--- config.mk ---
export PLATFORM = sky130hd
export DESIGN_NAME = i2c_target_responder_flat
export DESIGN_NICKNAME = d
export VERILOG_FILES = /design/src/rtl/i2c_target_responder_if.sv /design/src/rtl/i2c_target_responder.sv /design/src/flat_wrapper.sv
export SDC_FILE = /design/constraint.sdc
export NUM_CORES = 1
export LEC_CHECK = 0
export BUFFER_PORTS_ARGS = -buffer_cell sky130_fd_sc_hd__clkbuf_2
export CORE_MARGIN = 2
export CORE_UTILIZATION = 34
export CTS_CLUSTER_SIZE = 24
export DETAILED_ROUTE_END_ITERATION = 7
export GPL_TIMING_DRIVEN = 0
export SLEW_MARGIN = 15
export SYNTH_ARGS = -nofsm -noshare
export SYNTH_HDL_FRONTEND = slang
export SYNTH_SLANG_ARGS = --single-unit
export TNS_END_PERCENT = 20
--- constraint.sdc ---
create_clock -name clock -period 2.15 [get_ports clock]
set_input_delay 0.43 -clock clock [delete_from_list [all_inputs] [get_ports clock]]
set_output_delay 0.43 -clock clock [all_outputs]
set_load 0.03 [all_outputs]
--- src/rtl/i2c_target_responder_if.sv ---
// Bus bundle for i2c_target_responder: raw SCL/SDA pins plus the register-bank write/read port.
interface i2c_target_responder_if;
  logic       i2c_serial_clock;
  logic       i2c_serial_data_input;
  logic       i2c_serial_data_drive_low;
  logic [7:0] reg_address;
  logic       reg_write;
  logic [7:0] reg_write_data;
  logic [7:0] reg_read_data;
  logic       busy;

  modport slave (
    input  i2c_serial_clock, i2c_serial_data_input, reg_read_data,
    output i2c_serial_data_drive_low, reg_address, reg_write, reg_write_data, busy
  );

  modport master (
    output i2c_serial_clock, i2c_serial_data_input, reg_read_data,
    input  i2c_serial_data_drive_low, reg_address, reg_write, reg_write_data, busy
  );
endinterface

--- src/rtl/i2c_target_responder.sv ---
// I2C target: decodes START/STOP/address/pointer/data from oversampled SCL/SDA into register-write strobes.
// Optional read support is enabled by defining I2C_TARGET_READ_EN.
module i2c_target_responder #(
  parameter logic [6:0] SLAVE_ADDRESS = 7'h39
) (
  input logic              clock,
  input logic              reset_n,
  i2c_target_responder_if.slave bus
);

  localparam logic [3:0] IDLE      = 4'd0;
  localparam logic [3:0] ADDR      = 4'd1;
  localparam logic [3:0] ADDR_ACK  = 4'd2;
  localparam logic [3:0] PTR       = 4'd3;
  localparam logic [3:0] PTR_ACK   = 4'd4;
  localparam logic [3:0] WDATA     = 4'd5;
  localparam logic [3:0] WDATA_ACK = 4'd6;
`ifdef I2C_TARGET_READ_EN
  localparam logic [3:0] RDATA     = 4'd7;
  localparam logic [3:0] RDATA_ACK = 4'd8;
`endif
  localparam logic [3:0] WAIT      = 4'd9;

  logic [3:0] state;
  logic [1:0] scl_sync, sda_sync;
  logic       scl_d, sda_d;
  logic [7:0] shift;
  logic [3:0] bit_cnt;
  logic       drive_low, busy, reg_write;
  logic [7:0] reg_address, reg_write_data;
`ifdef I2C_TARGET_READ_EN
  logic       rw, rd_ack;
`endif

  logic scl_s, sda_s, scl_rise, scl_fall, start, stop;
  assign scl_s    = scl_sync[1];
  assign sda_s    = sda_sync[1];
  assign scl_rise = scl_s & ~scl_d;
  assign scl_fall = ~scl_s & scl_d;
  assign start    = scl_s & scl_d & ~sda_s & sda_d;
  assign stop     = scl_s & scl_d & sda_s & ~sda_d;

  assign bus.i2c_serial_data_drive_low = drive_low;
  assign bus.reg_address               = reg_address;
  assign bus.reg_write                 = reg_write;
  assign bus.reg_write_data            = reg_write_data;
  assign bus.busy                      = busy;

  always_ff @(posedge clock or negedge reset_n) begin
    if (!reset_n) begin
      state          <= IDLE;
      scl_sync       <= 2'b11;
      sda_sync       <= 2'b11;
      scl_d          <= 1'b1;
      sda_d          <= 1'b1;
      shift          <= 8'h00;
      bit_cnt        <= 4'd0;
      drive_low      <= 1'b0;
      busy           <= 1'b0;
      reg_write      <= 1'b0;
      reg_address    <= 8'h00;
      reg_write_data <= 8'h00;
`ifdef I2C_TARGET_READ_EN
      rw             <= 1'b0;
      rd_ack         <= 1'b0;
`endif
    end else begin
      scl_sync  <= {scl_sync[0], bus.i2c_serial_clock};
      sda_sync  <= {sda_sync[0], bus.i2c_serial_data_input};
      scl_d     <= scl_s;
      sda_d     <= sda_s;
      reg_write <= 1'b0;
      // Auto-increment lands the cycle after the write strobe
      if (reg_write) reg_address <= reg_address + 8'd1;

      if (start) begin
        bit_cnt   <= 4'd0;
        drive_low <= 1'b0;
        state     <= ADDR;
      end else if (stop) begin
        bit_cnt   <= 4'd0;
        drive_low <= 1'b0;
        busy      <= 1'b0;
        state     <= IDLE;
      end else begin
        case (state)
          ADDR, PTR, WDATA: begin
            if (scl_rise && !bit_cnt[3]) begin
              shift   <= {shift[6:0], sda_s};
              bit_cnt <= bit_cnt + 4'd1;
            end else if (scl_fall && bit_cnt[3]) begin
              bit_cnt <= 4'd0;
              case (state)
                ADDR: begin
                  if (shift[7:1] != SLAVE_ADDRESS) begin
                    state <= WAIT;
`ifdef I2C_TARGET_READ_EN
                  end else begin
                    rw        <= shift[0];
                    drive_low <= 1'b1;
                    busy      <= 1'b1;
                    state     <= ADDR_ACK;
                  end
`else
                  end else if (shift[0]) begin
                    state <= WAIT;
                  end else begin
                    drive_low <= 1'b1;
                    busy      <= 1'b1;
                    state     <= ADDR_ACK;
                  end
`endif
                end
                PTR: begin
                  reg_address <= shift;
                  drive_low   <= 1'b1;
                  state       <= PTR_ACK;
                end
                default: begin
                  reg_write_data <= shift;
                  reg_write      <= 1'b1;
                  drive_low      <= 1'b1;
                  state          <= WDATA_ACK;
                end
              endcase
            end
          end
          ADDR_ACK: begin
            if (scl_fall) begin
              drive_low <= 1'b0;
              state     <= PTR;
`ifdef I2C_TARGET_READ_EN
              if (rw) begin
                shift     <= bus.reg_read_data;
                drive_low <= ~bus.reg_read_data[7];
                state     <= RDATA;
              end
`endif
            end
          end
          PTR_ACK, WDATA_ACK: begin
            if (scl_fall) begin
              drive_low <= 1'b0;
              state     <= WDATA;
            end
          end
`ifdef I2C_TARGET_READ_EN
          RDATA: begin
            if (scl_rise) begin
              bit_cnt <= bit_cnt + 4'd1;
            end else if (scl_fall) begin
              if (bit_cnt[3]) begin
                drive_low <= 1'b0;
                bit_cnt   <= 4'd0;
                rd_ack    <= 1'b0;
                state     <= RDATA_ACK;
              end else begin
                shift     <= {shift[6:0], 1'b0};
                drive_low <= ~shift[6];
              end
            end
          end
          RDATA_ACK: begin
            // Pointer bumps at the ACK rise so the bank has settled by the following fall
            if (scl_rise) begin
              if (!sda_s) begin
                rd_ack      <= 1'b1;
                reg_address <= reg_address + 8'd1;
              end else begin
                busy  <= 1'b0;
                state <= WAIT;
              end
            end else if (scl_fall && rd_ack) begin
              shift     <= bus.reg_read_data;
              drive_low <= ~bus.reg_read_data[7];
              bit_cnt   <= 4'd0;
              state     <= RDATA;
            end
          end
`endif
          default: ;
        endcase
      end
    end
  end

endmodule
--- src/flat_wrapper.sv ---
// flat-port wrapper written by rule: the top's interface ports become plain ports
module i2c_target_responder_flat 
#(
  parameter logic [6:0] SLAVE_ADDRESS = 7'h39
)
  (clock, reset_n, bus_i2c_serial_clock, bus_i2c_serial_data_input, bus_reg_read_data, bus_i2c_serial_data_drive_low, bus_reg_address, bus_reg_write, bus_reg_write_data, bus_busy);
  i2c_target_responder_if bus_i ();
  input logic clock;
  input logic reset_n;
  input wire logic [$bits(bus_i.i2c_serial_clock)-1:0] bus_i2c_serial_clock;
  input wire logic [$bits(bus_i.i2c_serial_data_input)-1:0] bus_i2c_serial_data_input;
  input wire logic [$bits(bus_i.reg_read_data)-1:0] bus_reg_read_data;
  output wire logic [$bits(bus_i.i2c_serial_data_drive_low)-1:0] bus_i2c_serial_data_drive_low;
  output wire logic [$bits(bus_i.reg_address)-1:0] bus_reg_address;
  output wire logic [$bits(bus_i.reg_write)-1:0] bus_reg_write;
  output wire logic [$bits(bus_i.reg_write_data)-1:0] bus_reg_write_data;
  output wire logic [$bits(bus_i.busy)-1:0] bus_busy;
  assign bus_i.i2c_serial_clock = bus_i2c_serial_clock;
  assign bus_i.i2c_serial_data_input = bus_i2c_serial_data_input;
  assign bus_i.reg_read_data = bus_reg_read_data;
  assign bus_i2c_serial_data_drive_low = bus_i.i2c_serial_data_drive_low;
  assign bus_reg_address = bus_i.reg_address;
  assign bus_reg_write = bus_i.reg_write;
  assign bus_reg_write_data = bus_i.reg_write_data;
  assign bus_busy = bus_i.busy;
  i2c_target_responder #(.SLAVE_ADDRESS(SLAVE_ADDRESS)) u_core (.clock(clock), .reset_n(reset_n), .bus(bus_i));
endmodule
# == Word level (Yosys, flattened, before mapping) ==
# Index checks and enable logic that the tools add are counted.
# word_totals
regBits,41
in_bits,12
# op_classes
mux,42
addsub,2
eq_ne,17
n_bitwise,15
reduce_logical,20
# op_table
operator,n
2-to-1 mux 8 bit,7
2-to-1 mux 4 bit,13
2-to-1 mux 1 bit,19
inequality test 4 x 1 -> 1 bit (second input constant),4
equality test 4 x 3 -> 1 bit (second input constant),3
case mux 4 bit (3 select lines),1
AND reduction 6 bit,2
adder 8 x 1 -> 8 bit (second input constant),1
equality test 4 x 2 -> 1 bit (second input constant),2
NOT 1 bit,8
case mux 4 bit (2 select lines),1
nonzero test 4 bit,2
AND 1 bit,7
inequality test 7 x 6 -> 1 bit (second input constant),1
AND reduction 7 bit,1
nonzero test 2 bit,3
OR reduction 3 bit,2
inequality test 5 x 3 -> 1 bit (second input constant),1
inequality test 5 bit (second input constant),1
AND reduction 5 bit,1
nonzero test 5 bit,1
adder 4 x 1 -> 4 bit (second input constant),1
equality test 4 x 1 -> 1 bit (second input constant),1
inequality test 2 x 1 -> 1 bit (second input constant),2
other kinds (9),11

# == Depth between registers and ports, before layout ==
# Gate-level depths: netlist of the first run.
# depth
depth_word,8
mapped_depth,6
mapped_depth_nobuf,5

# == Worst setup path before layout of the first run ==
# OpenSTA, ideal clock, no wires.
# synth_path
path_type,register to register
startpoint,register u_core.scl_sync[1]
endpoint,register u_core.bit_cnt[3]
path_buffers,0
required_ns,2.023
arrival_time_ns,1.653
slack_ns,0.370
stages_incl_launch_ff,5
period_less_slack_ns,1.780
setup_time_ns,0.127
path_cell_list,dfstp_2 or3b_4 a221oi_2 or2_2 mux2_1
# synth_via
elab_chain_len,6
elab_cells_between_ends,17
# synth_rtl
element,line,rtl
start: declaration,i2c_target_responder.sv:25,"logic [1:0] scl_sync, sda_sync;"
start signal: assignment,i2c_target_responder.sv:68,"scl_sync <= {scl_sync[0], bus.i2c_serial_clock};"
AND 1 bit,i2c_target_responder.sv:38,assign scl_rise = scl_s & ~scl_d;
logical AND 1 bit,i2c_target_responder.sv:88,if (scl_rise && !bit_cnt[3]) begin
2-to-1 mux 4 bit,i2c_target_responder.sv:88,
2-to-1 mux 4 bit,i2c_target_responder.sv:86,case (state)
2-to-1 mux 4 bit,i2c_target_responder.sv:80,end else if (stop) begin
2-to-1 mux 4 bit,i2c_target_responder.sv:76,if (start) begin
end signal: assignment,i2c_target_responder.sv:90,bit_cnt <= bit_cnt + 4'd1;
end: declaration,i2c_target_responder.sv:28,logic [3:0] bit_cnt;
# Several ways; a longest one is shown, not always the timed one. The select of a mux whose other input is x is not followed.
# A chain may end at the register's enable or synchronous reset.

# == Worst setup path after layout of the first run ==
# Ends and elaborated chain as after synthesis.

==> impl_metrics.ini, run 1 <==
[timing]
finalHoldViolCount = 0
tightest_slew_ps = 968
period_share_pct = 87.2
final-setup-viol-count = 0
fmax_mhz = 534
whs_ps = 216
tns_ps = 0
drv_slew = 0
max-slew-margin-rel_pct = 35.5
skew_ps = 3.07
rsz0062_at_grt = no
min_period_ps = 1870

[drt]
firstDrtPassIters = 4
wire_per_inst_um = 12.8
ant_nets = 0
via_count = 1248
drt_iter0_drc = 33
vias_per_cell = 4.84
detail_route.drc_violations = 0
wl_mm = 3.31

[placed_design]
place_area_um2 = 2080
gp_congestion = 0.793
port_buffers = 22
dp_hpwl_mm = 2.41

[logic_synthesis]
synth-compound-area-share_pct = 8.92
synthFlopType = dfrtp_1
async_flop_share_pct = 100
synthSimpleGateAreaFrac_pct = 15.2
netlist_instances = 157
syn_area_um2 = 1880
synthMuxAreaShare_pct = 13.0
yosysWarnings = 0
synth_xor_xnor_area_share_pct = 3.73
synth_top_family_by_area = simple AND/OR/NAND/NOR gates
synth_fa_ha_area_share_pct = 1.33
synth_nets = 171
seq_area_frac_synth_pct = 55.0
avgSynthCellArea_um2 = 12.0
synth_edf_count = 0
ys_types = 42
synth_seq_cells = 41

[worst_setup_path]
r2r_cells = 4
crit_fanout = 8
r2r_end = u_core.bit_cnt[3]
start_kind = flop
cp_data_arrival_time_ps = 2040
critical_path_class = reg2reg
cp-end-kind = flop
r2r-start = u_core.scl_sync[1]
critPathLaunch = u_core.scl_sync[1]
crit_required_ps = 2320
rrSetupSlack_ps = 280

[layout]
postLayoutCoreUtil_pct = 39.9
final_cell_area_um2 = 2170
fillers = 531
nNetsFinal = 200
layout_common_cells = 35 x dfrtp_1, 22 x clkbuf_2, 18 x mux2_2
layout-drive-gt1-share_pct = 34.9
insertedDiodeCount = 0
area_delta_synth_final_pct = 15.4
final_common_cell = dfrtp_1

[grt]
grt_pass1_wl_mm = 5.81
overflow = 0
grt_max_degree = 42
grt_util_all_layers_pct = 12.1
grt_pass1_vias = 1253
antenna_found_initial = 0

[worst_hold_path]
holdPathEnd = u_core.scl_sync[0]
holdCritStartpoint = bus_i2c_serial_clock
hold_depth = 1
hold_path.class = in2reg

[clocking]
clk_latency_ps = 290
path_clk_slew_ps = 70
cts_max_path_buffers = 2
numCtsBuffers = 5
cts_tree = done
clkSinkCount = 41
postCtsHoldBufs = 0
post_cts_buffers = 0
clock-root-buffer = clkbuf_8
cts_resized = 0
cts_htree_levels = 2

[run_status]
status = finished, final reports clean

[power_and_ir_drop]
power_leakage_uw = 0.000998
peakVddDrop_uv = 488
power.density_nw_per_um2 = 912

[floorplanning]
die_x_um = 78.4
die_area_um2 = 6140
io_pins = 31
core.rowCount = 27
start_util_pct = 34.6
die_h_um = 78.4
core_um2 = 5440

[job]
cap_violations = 0
[stage by stage]
step | setup slack [ps] | total power [uW] | std cells
final | 276 | 1980 | 258
after CTS | 258 | 2010 | 258
after floorplan | 370 | 1370 | 157
after global placement | 281 | 1490 | 251
after global routing | 161 | 2110 | 258
after detailed placement | 289 | 1500 | 251
[how the worst max path moves through the flow]
stage	to	slack, ps	cells past startpoint
2_1_floorplan	u_core.bit_cnt[3]	370	4
3_3_place_gp	u_core.bit_cnt[3]	280	4
3_5_place_dp	u_core.bit_cnt[3]	290	4
4_1_cts	u_core.bit_cnt[3]	260	4
5_1_grt	u_core.bit_cnt[3]	160	4
6_report	u_core.bit_cnt[3]	280	4
[state kept, by name, indices dropped and copies added, names as in the netlist, 2 cells and up]
name	count
u_core.bit_cnt	4
u_core.bus.reg_address	8
u_core.bus.reg_write_data	8
u_core.scl_sync	2
u_core.sda_sync	2
u_core.shift	8
u_core.state	4
[report_power, final]
| group | internal, uW | total, uW | switching (uW) |
|---|---|---|---|
| Sequential | 892 | 1040 | 147 |
| Clock | 253 | 502 | 249 |
| Combinational | 229 | 438 | 209 |
| Total | 1370 | 1980 | 605 |
[cell usage after synthesis (4+ instances only)]
library cell	number	area, um^2
and3_1	4	25.0
nand2_1	14	52.6
xor2_1	4	35.0
mux2_2	18	203
dfstp_2	6	158
dfrtp_1	35	876
nand3_1	5	25.0
xnor2_1	4	35.0
o21ai_0	8	40.0
inv_1	4	15.0
nor2_1	9	33.8
buf_2	4	20.0
[cell families (layout without fill, tap and decap cells)]
family | count (synthesis) | after routing
and+or+nand+nor | 50 | 50
DFF | 41 | 41
AOI/OAI and AO/OA | 24 | 24
muxes | 22 | 22
buffers and inverters | 10 | 39
xor gates and xnor gates | 8 | 8
adders and majority gates | 2 | 2
[critical path: stages (launching register included)]
cell      delay [ps]
dfstp_2          590
or3b_4           410
a221oi_2         260
or2_2            170
mux2_1           320
[cell type report]
| type | count | area, um^2 | share of cell area [%] |
|---|---|---|---|
| Clock buffer | 6 | 82.6 | 3.80 |
| Buffer | 6 | 38.8 | 1.79 |
| Sequential cell | 41 | 1030 | 47.6 |
| Multi-Input combinational cell | 106 | 793 | 36.5 |
| Tap cell | 72 | 90.1 | 4.15 |
| Clock inverter | 1 | 7.51 | 0.346 |
| Inverter | 4 | 15.0 | 0.692 |
| Timing Repair Buffer | 22 | 110 | 5.07 |
[per-layer routing]
layer	part of all wire [%]	vias up	track usage [%]
li1	-	623	-
met1	49	600	16.3
met2	45	19	18.0
met3	3.7	6	2.99
met4	2.3	0	6.32
met5	0	-	0
Note: power is estimated with default switching activity, not from simulation.
==> run 2: changes to the inputs <==
--- a/config.mk
+++ b/config.mk
@@ -11,6 +11,8 @@
 export CTS_CLUSTER_SIZE = 24
 export DETAILED_ROUTE_END_ITERATION = 7
 export GPL_TIMING_DRIVEN = 0
+export PLACE_DENSITY = 0.52
+export RECOVER_POWER = 25
 export SLEW_MARGIN = 15
 export SYNTH_ARGS = -nofsm -noshare
 export SYNTH_HDL_FRONTEND = slang
==> run 2 against run 1 <==
  * Critical path depth unchanged
  * Largest cell class unchanged
  * Clock power increased by 11%
  * Non-clock buffer count unchanged
==> impl_metrics.ini, run 2 (synthesized netlist as in run 1, its figures left out) <==
[run_status]
status = finished, final reports clean

[timing]
final-setup-viol-count = 0
drv_slew = 0
max-slew-margin-rel_pct = 34.6
period_share_pct = 88.7
min_period_ps = 1910
skew_ps = 7.99
rsz0062_at_grt = no
tns_ps = 0
tightest_slew_ps = 982
fmax_mhz = 524
finalHoldViolCount = 0

[grt]
overflow = 0
grt_util_all_layers_pct = 13.1
grt_max_degree = 42
grt_pass1_wl_mm = 6.18
grt_pass1_vias = 1281
antenna_found_initial = 0

[drt]
detail_route.drc_violations = 0
drt_iter0_drc = 63
ant_nets = 0
via_count = 1292
wire_per_inst_um = 13.9
vias_per_cell = 4.99
firstDrtPassIters = 4
wl_mm = 3.60

[floorplanning]
die_area_um2 = 6140
io_pins = 31
die_h_um = 78.4
die_x_um = 78.4
core_um2 = 5440
start_util_pct = 34.6
core.rowCount = 27

[clocking]
post_cts_buffers = 0
cts_resized = 0
clock-root-buffer = clkbuf_8
cts_tree = done
postCtsHoldBufs = 0
clkSinkCount = 41
clk_latency_ps = 290
cts_htree_levels = 2
cts_max_path_buffers = 2
path_clk_slew_ps = 70
numCtsBuffers = 5

[layout]
area_delta_synth_final_pct = 16.2
nNetsFinal = 200
final_common_cell = dfrtp_1
final_cell_area_um2 = 2190
layout-drive-gt1-share_pct = 34.8
postLayoutCoreUtil_pct = 40.2
top_regs = u_core.bus.reg_address x8, u_core.bus.reg_write_data x8, u_core.shift x8
insertedDiodeCount = 0
layout_common_cells = 35 x dfrtp_1, 22 x clkbuf_2, 18 x mux2_2

[power_and_ir_drop]
peakVddDrop_uv = 427
power_uw = 2040
power.density_nw_per_um2 = 933
power_leakage_uw = 0.00101

[worst_setup_path]
crit_path_top_delay_cell = dfstp_2
crit_path_max_incr_delay_ps = 610
cp_cell_sequence = or3b_4 -> a221oi_2 -> or2_2 -> mux2_1
r2r_end = u_core.bit_cnt[3]
r2r_cells = 4
cp_data_arrival_time_ps = 2080
crit_fanout = 8
worst-path-stages = 4
crit_required_ps = 2320
start_kind = flop
critical_path_class = reg2reg
rrSetupSlack_ps = 240
critical-path-top-delay-family = flip-flops
r2r-start = u_core.scl_sync[1]
crit_buf_inv = 0
cp-end-kind = flop

[placed_design]
gp_congestion = 0.883
dp_hpwl_mm = 2.54
port_buffers = 22
place_area_um2 = 2080

[worst_hold_path]
hold_path.class = in2reg
hold_depth = 1
holdPathEnd = u_core.sda_sync[0]
holdCritStartpoint = bus_i2c_serial_data_input

[job]
cap_violations = 0
==> run 2: cell count changes in the layout (fill, tap and decap cells not counted), sizes merged <==
cell / delta
clkbuf: +1
clkinvlp: -1
inv: +1
==> run 2: worst max-delay path by stage <==
stage / start / end / slack, ps
after floorplan: u_core.scl_sync[1] / u_core.bit_cnt[3] / 370
after global placement: u_core.scl_sync[1] / u_core.bit_cnt[3] / 260
after detailed placement: u_core.scl_sync[1] / u_core.bit_cnt[3] / 250
after CTS: u_core.scl_sync[1] / u_core.bit_cnt[3] / 230
after global routing: u_core.scl_sync[1] / u_core.bit_cnt[3] / 160
final: u_core.scl_sync[1] / u_core.bit_cnt[3] / 240
==> run 2: through the flow <==
| step | cells | worst slack (ps) | hold WS, ps |
|---|---|---|---|
| 6_report | 259 | 242 | 212 |
| 5_1_grt | 259 | 160 | 195 |
| 4_1_cts | 259 | 232 | 203 |
| 3_5_place_dp | 251 | 254 | 347 |
| 3_3_place_gp | 251 | 265 | 346 |
| 2_1_floorplan | 157 | 370 | 134 |
==> run 2: area by class of cell <==
| type | count | area (um^2) |
|---|---|---|
| fill | 540 | 3250 |
| sequential | 41 | 1030 |
| timing repair buffer | 22 | 110 |
| multi-input combinational | 106 | 793 |
| clock buffer | 7 | 96.3 |
| inverter | 4 | 15.0 |
| buffer | 6 | 38.8 |
| clock inverter | 1 | 8.76 |
| tap | 72 | 90.1 |
==> run 2: per-layer routing <==
layer  up-vias  share of wire, %  track usage (%)
met1       629                47             16.8
li1        625                 -                -
met4         0               2.1             6.32
met2        31                45             20.1
met5         -                 0                0
met3         7               5.5             4.25
==> run 2: report_power, final <==
| group | switching (uW) | internal [uW] | total [uW] |
|---|---|---|---|
| combinational | 217 | 229 | 447 |
| sequential | 145 | 891 | 1040 |
| clock | 260 | 296 | 556 |
==> run 3: changes to the inputs <==
--- a/config.mk
+++ b/config.mk
@@ -5,6 +5,7 @@
 export SDC_FILE = /design/constraint.sdc
 export NUM_CORES = 1
 export LEC_CHECK = 0
+export ABC_AREA = 1
 export BUFFER_PORTS_ARGS = -buffer_cell sky130_fd_sc_hd__clkbuf_2
 export CORE_MARGIN = 2
 export CORE_UTILIZATION = 34
==> run 3 against run 2 <==
  * Critical path depth rose by 4
  * Total power decreased by 7.4%
  * Utilization is 0.23 points higher
  * Sequential share of layout area is 0.85 points lower
  * Sequential power fell by 7%
  * Final cell count increased by 29%
  * Clock-buffer cell count did not move
  * Final area is 1.8% higher
  * Combinational power decreased by 3%
  * First-iteration DRC count is 21% higher
==> impl_metrics.ini, run 3 <==
[run_status]
status = finished, final reports clean

[clocking]
clock-root-buffer = clkbuf_8
numCtsBuffers = 5
postCtsHoldBufs = 0
clkSinkCount = 41
cts_htree_levels = 2
cts_max_path_buffers = 2
clk_latency_ps = 290
post_cts_buffers = 0
cts_tree = done
cts_resized = 0
path_clk_slew_ps = 80

[grt]
grt_util_all_layers_pct = 13.6
grt_pass1_vias = 1393
antenna_found_initial = 0
grt_pass1_wl_mm = 6.55
overflow = 0
grt_max_degree = 42

[placed_design]
place_inst = 326
port_buffers = 22
gp_congestion = 0.784
dp_hpwl_mm = 2.70

[drt]
drt_iter0_drc = 76
firstDrtPassIters = 4
ant_nets = 0
wl_mm = 3.83
vias_per_cell = 4.58
wire_per_inst_um = 11.5
via_count = 1531
detail_route.drc_violations = 0

[worst_hold_path]
hold_path.class = in2reg

[worst_setup_path]
critical_path_class = reg2reg
crit_fanout = 10
r2r_end = u_core.bus.reg_write_data[2]
r2r_cells = 8
r2r-start = u_core.scl_d
cp_data_arrival_time_ps = 1720
crit_end = u_core.bus.reg_write_data[2]
critPathLaunch = u_core.scl_d
cp-end-kind = flop
start_kind = flop
crit_required_ps = 2330
rrSetupSlack_ps = 610

[logic_synthesis]
avgSynthCellArea_um2 = 8.38
synth_xor_xnor_area_share_pct = 1.35
synthSimpleGateAreaFrac_pct = 27.7
synth_edf_count = 0
synth-compound-area-share_pct = 9.52
yosysMostFrequentCell = nand2_1
synth_nets = 246
async_flop_share_pct = 100
yosys-top-cells-count = 72 x nand2_1, 35 x dfrtp_1, 28 x inv_1, 19 x nor2_1, 18 x nand3_1
synth_fa_ha_area_share_pct = 1.29
ys_types = 24
seq_area_frac_synth_pct = 53.2
synthFlopType = dfrtp_1
netlist_instances = 232
synthMuxAreaShare_pct = 0
synth_top_area_share_pct = 45.0
synth_seq_cells = 41
yosysWarnings = 0
synthTopCellsByArea = dfrtp_1 45%, nand2_1 14%, dfstp_2 8.1%
synth_top_family_by_area = simple AND/OR/NAND/NOR gates
syn_area_um2 = 1940
yosys.area.top_type = dfrtp_1

[timing]
max-slew-margin-rel_pct = 32.1
finalHoldViolCount = 0
final-setup-viol-count = 0
drv_slew = 0
tns_ps = 0
whs_ps = 224
fmax_mhz = 651
tightest_slew_ps = 1020
min_period_ps = 1540
rsz0062_at_grt = no
skew_ps = 10.6
period_share_pct = 71.5

[power_and_ir_drop]
power.density_nw_per_um2 = 848
peakVddDrop_uv = 458
power_leakage_uw = 0.00110

[layout]
insertedDiodeCount = 0
final_cells = 334
top_regs = u_core.bus.reg_address x8, u_core.bus.reg_write_data x8, u_core.shift x8
nNetsFinal = 275
final_common_cell = nand2_1
area_delta_synth_final_pct = 14.5
layout_common_cells = 72 x nand2_1, 35 x dfrtp_1, 28 x inv_1
fillers = 553
layout-drive-gt1-share_pct = 19.1

[floorplanning]
io_pins = 31
start_util_pct = 35.3
die_x_um = 79.6
core_um2 = 5510
die_area_um2 = 6340
core.rowCount = 27
die_h_um = 79.6

[job]
cap_violations = 0
run 3: cell type report:
cell class	count	area (um^2)	area share [%]
multi-input combinational	159	774	34.8
tap	72	90.1	4.05
timing repair buffer	22	110	4.95
buffer	3	27.5	1.24
sequential	41	1030	46.4
clock buffer	7	76.3	3.43
inverter	29	109	4.89
clock inverter	1	5.00	0.225
run 3: routing by layer:
metal	global-route usage (%)	wire length (um)
met3	3.73	152
met1	19.0	1940
met5	0	0
met2	19.7	1700
met4	5.69	40
run 3: how the worst min path moves through the flow:
stage                                     to  cells past startpoint                 startpoint  slack, ps
after floorplan            u_core.bit_cnt[0]                      0                    reset_n        130
after global placement    u_core.scl_sync[1]                      0         u_core.scl_sync[0]        350
after detailed placement  u_core.scl_sync[1]                      0         u_core.scl_sync[0]        350
after CTS                 u_core.sda_sync[0]                      1  bus_i2c_serial_data_input        200
after global routing      u_core.scl_sync[0]                      1       bus_i2c_serial_clock        190
final                     u_core.scl_sync[0]                      1       bus_i2c_serial_clock        220
run 3: metrics by stage:
stage / worst slack, ps / power, uW / instance area (um^2) / utilization (%)
final: 613 / 1890 / 2230 / 40.4
after detailed placement: 586 / 1420 / 2140 / 38.9
after CTS: 575 / 1930 / 2230 / 40.4
after global placement: 584 / 1420 / 2140 / 38.9
after floorplan: 746 / 1300 / 1940 / -
after global routing: 474 / 2030 / 2230 / 40.4
run 3: worst max-delay path: stages, from the launching register on:
cell and delay, ps:
dfstp_2 530, inv_1 40, nor2_1 120, nand2_1 140, inv_1 130, nand2_2 150
buf_6 200, nand2_1 70, o21ai_2 50
run 3: report_power, final:
group          internal, uW  switching [uW]
clock                   228             262
sequential              875            91.8
combinational           138             295
run 3: cells by family (layout without fill, tap and decap cells):
| logic type | Yosys count | count (layout) |
|---|---|---|
| AOI/OAI and AO/OA | 30 | 30 |
| xor gates and xnor gates | 3 | 3 |
| and+or+nand+nor | 124 | 124 |
| DFF | 41 | 41 |
| adders and majority gates | 2 | 2 |
| buffers and inverters | 32 | 62 |
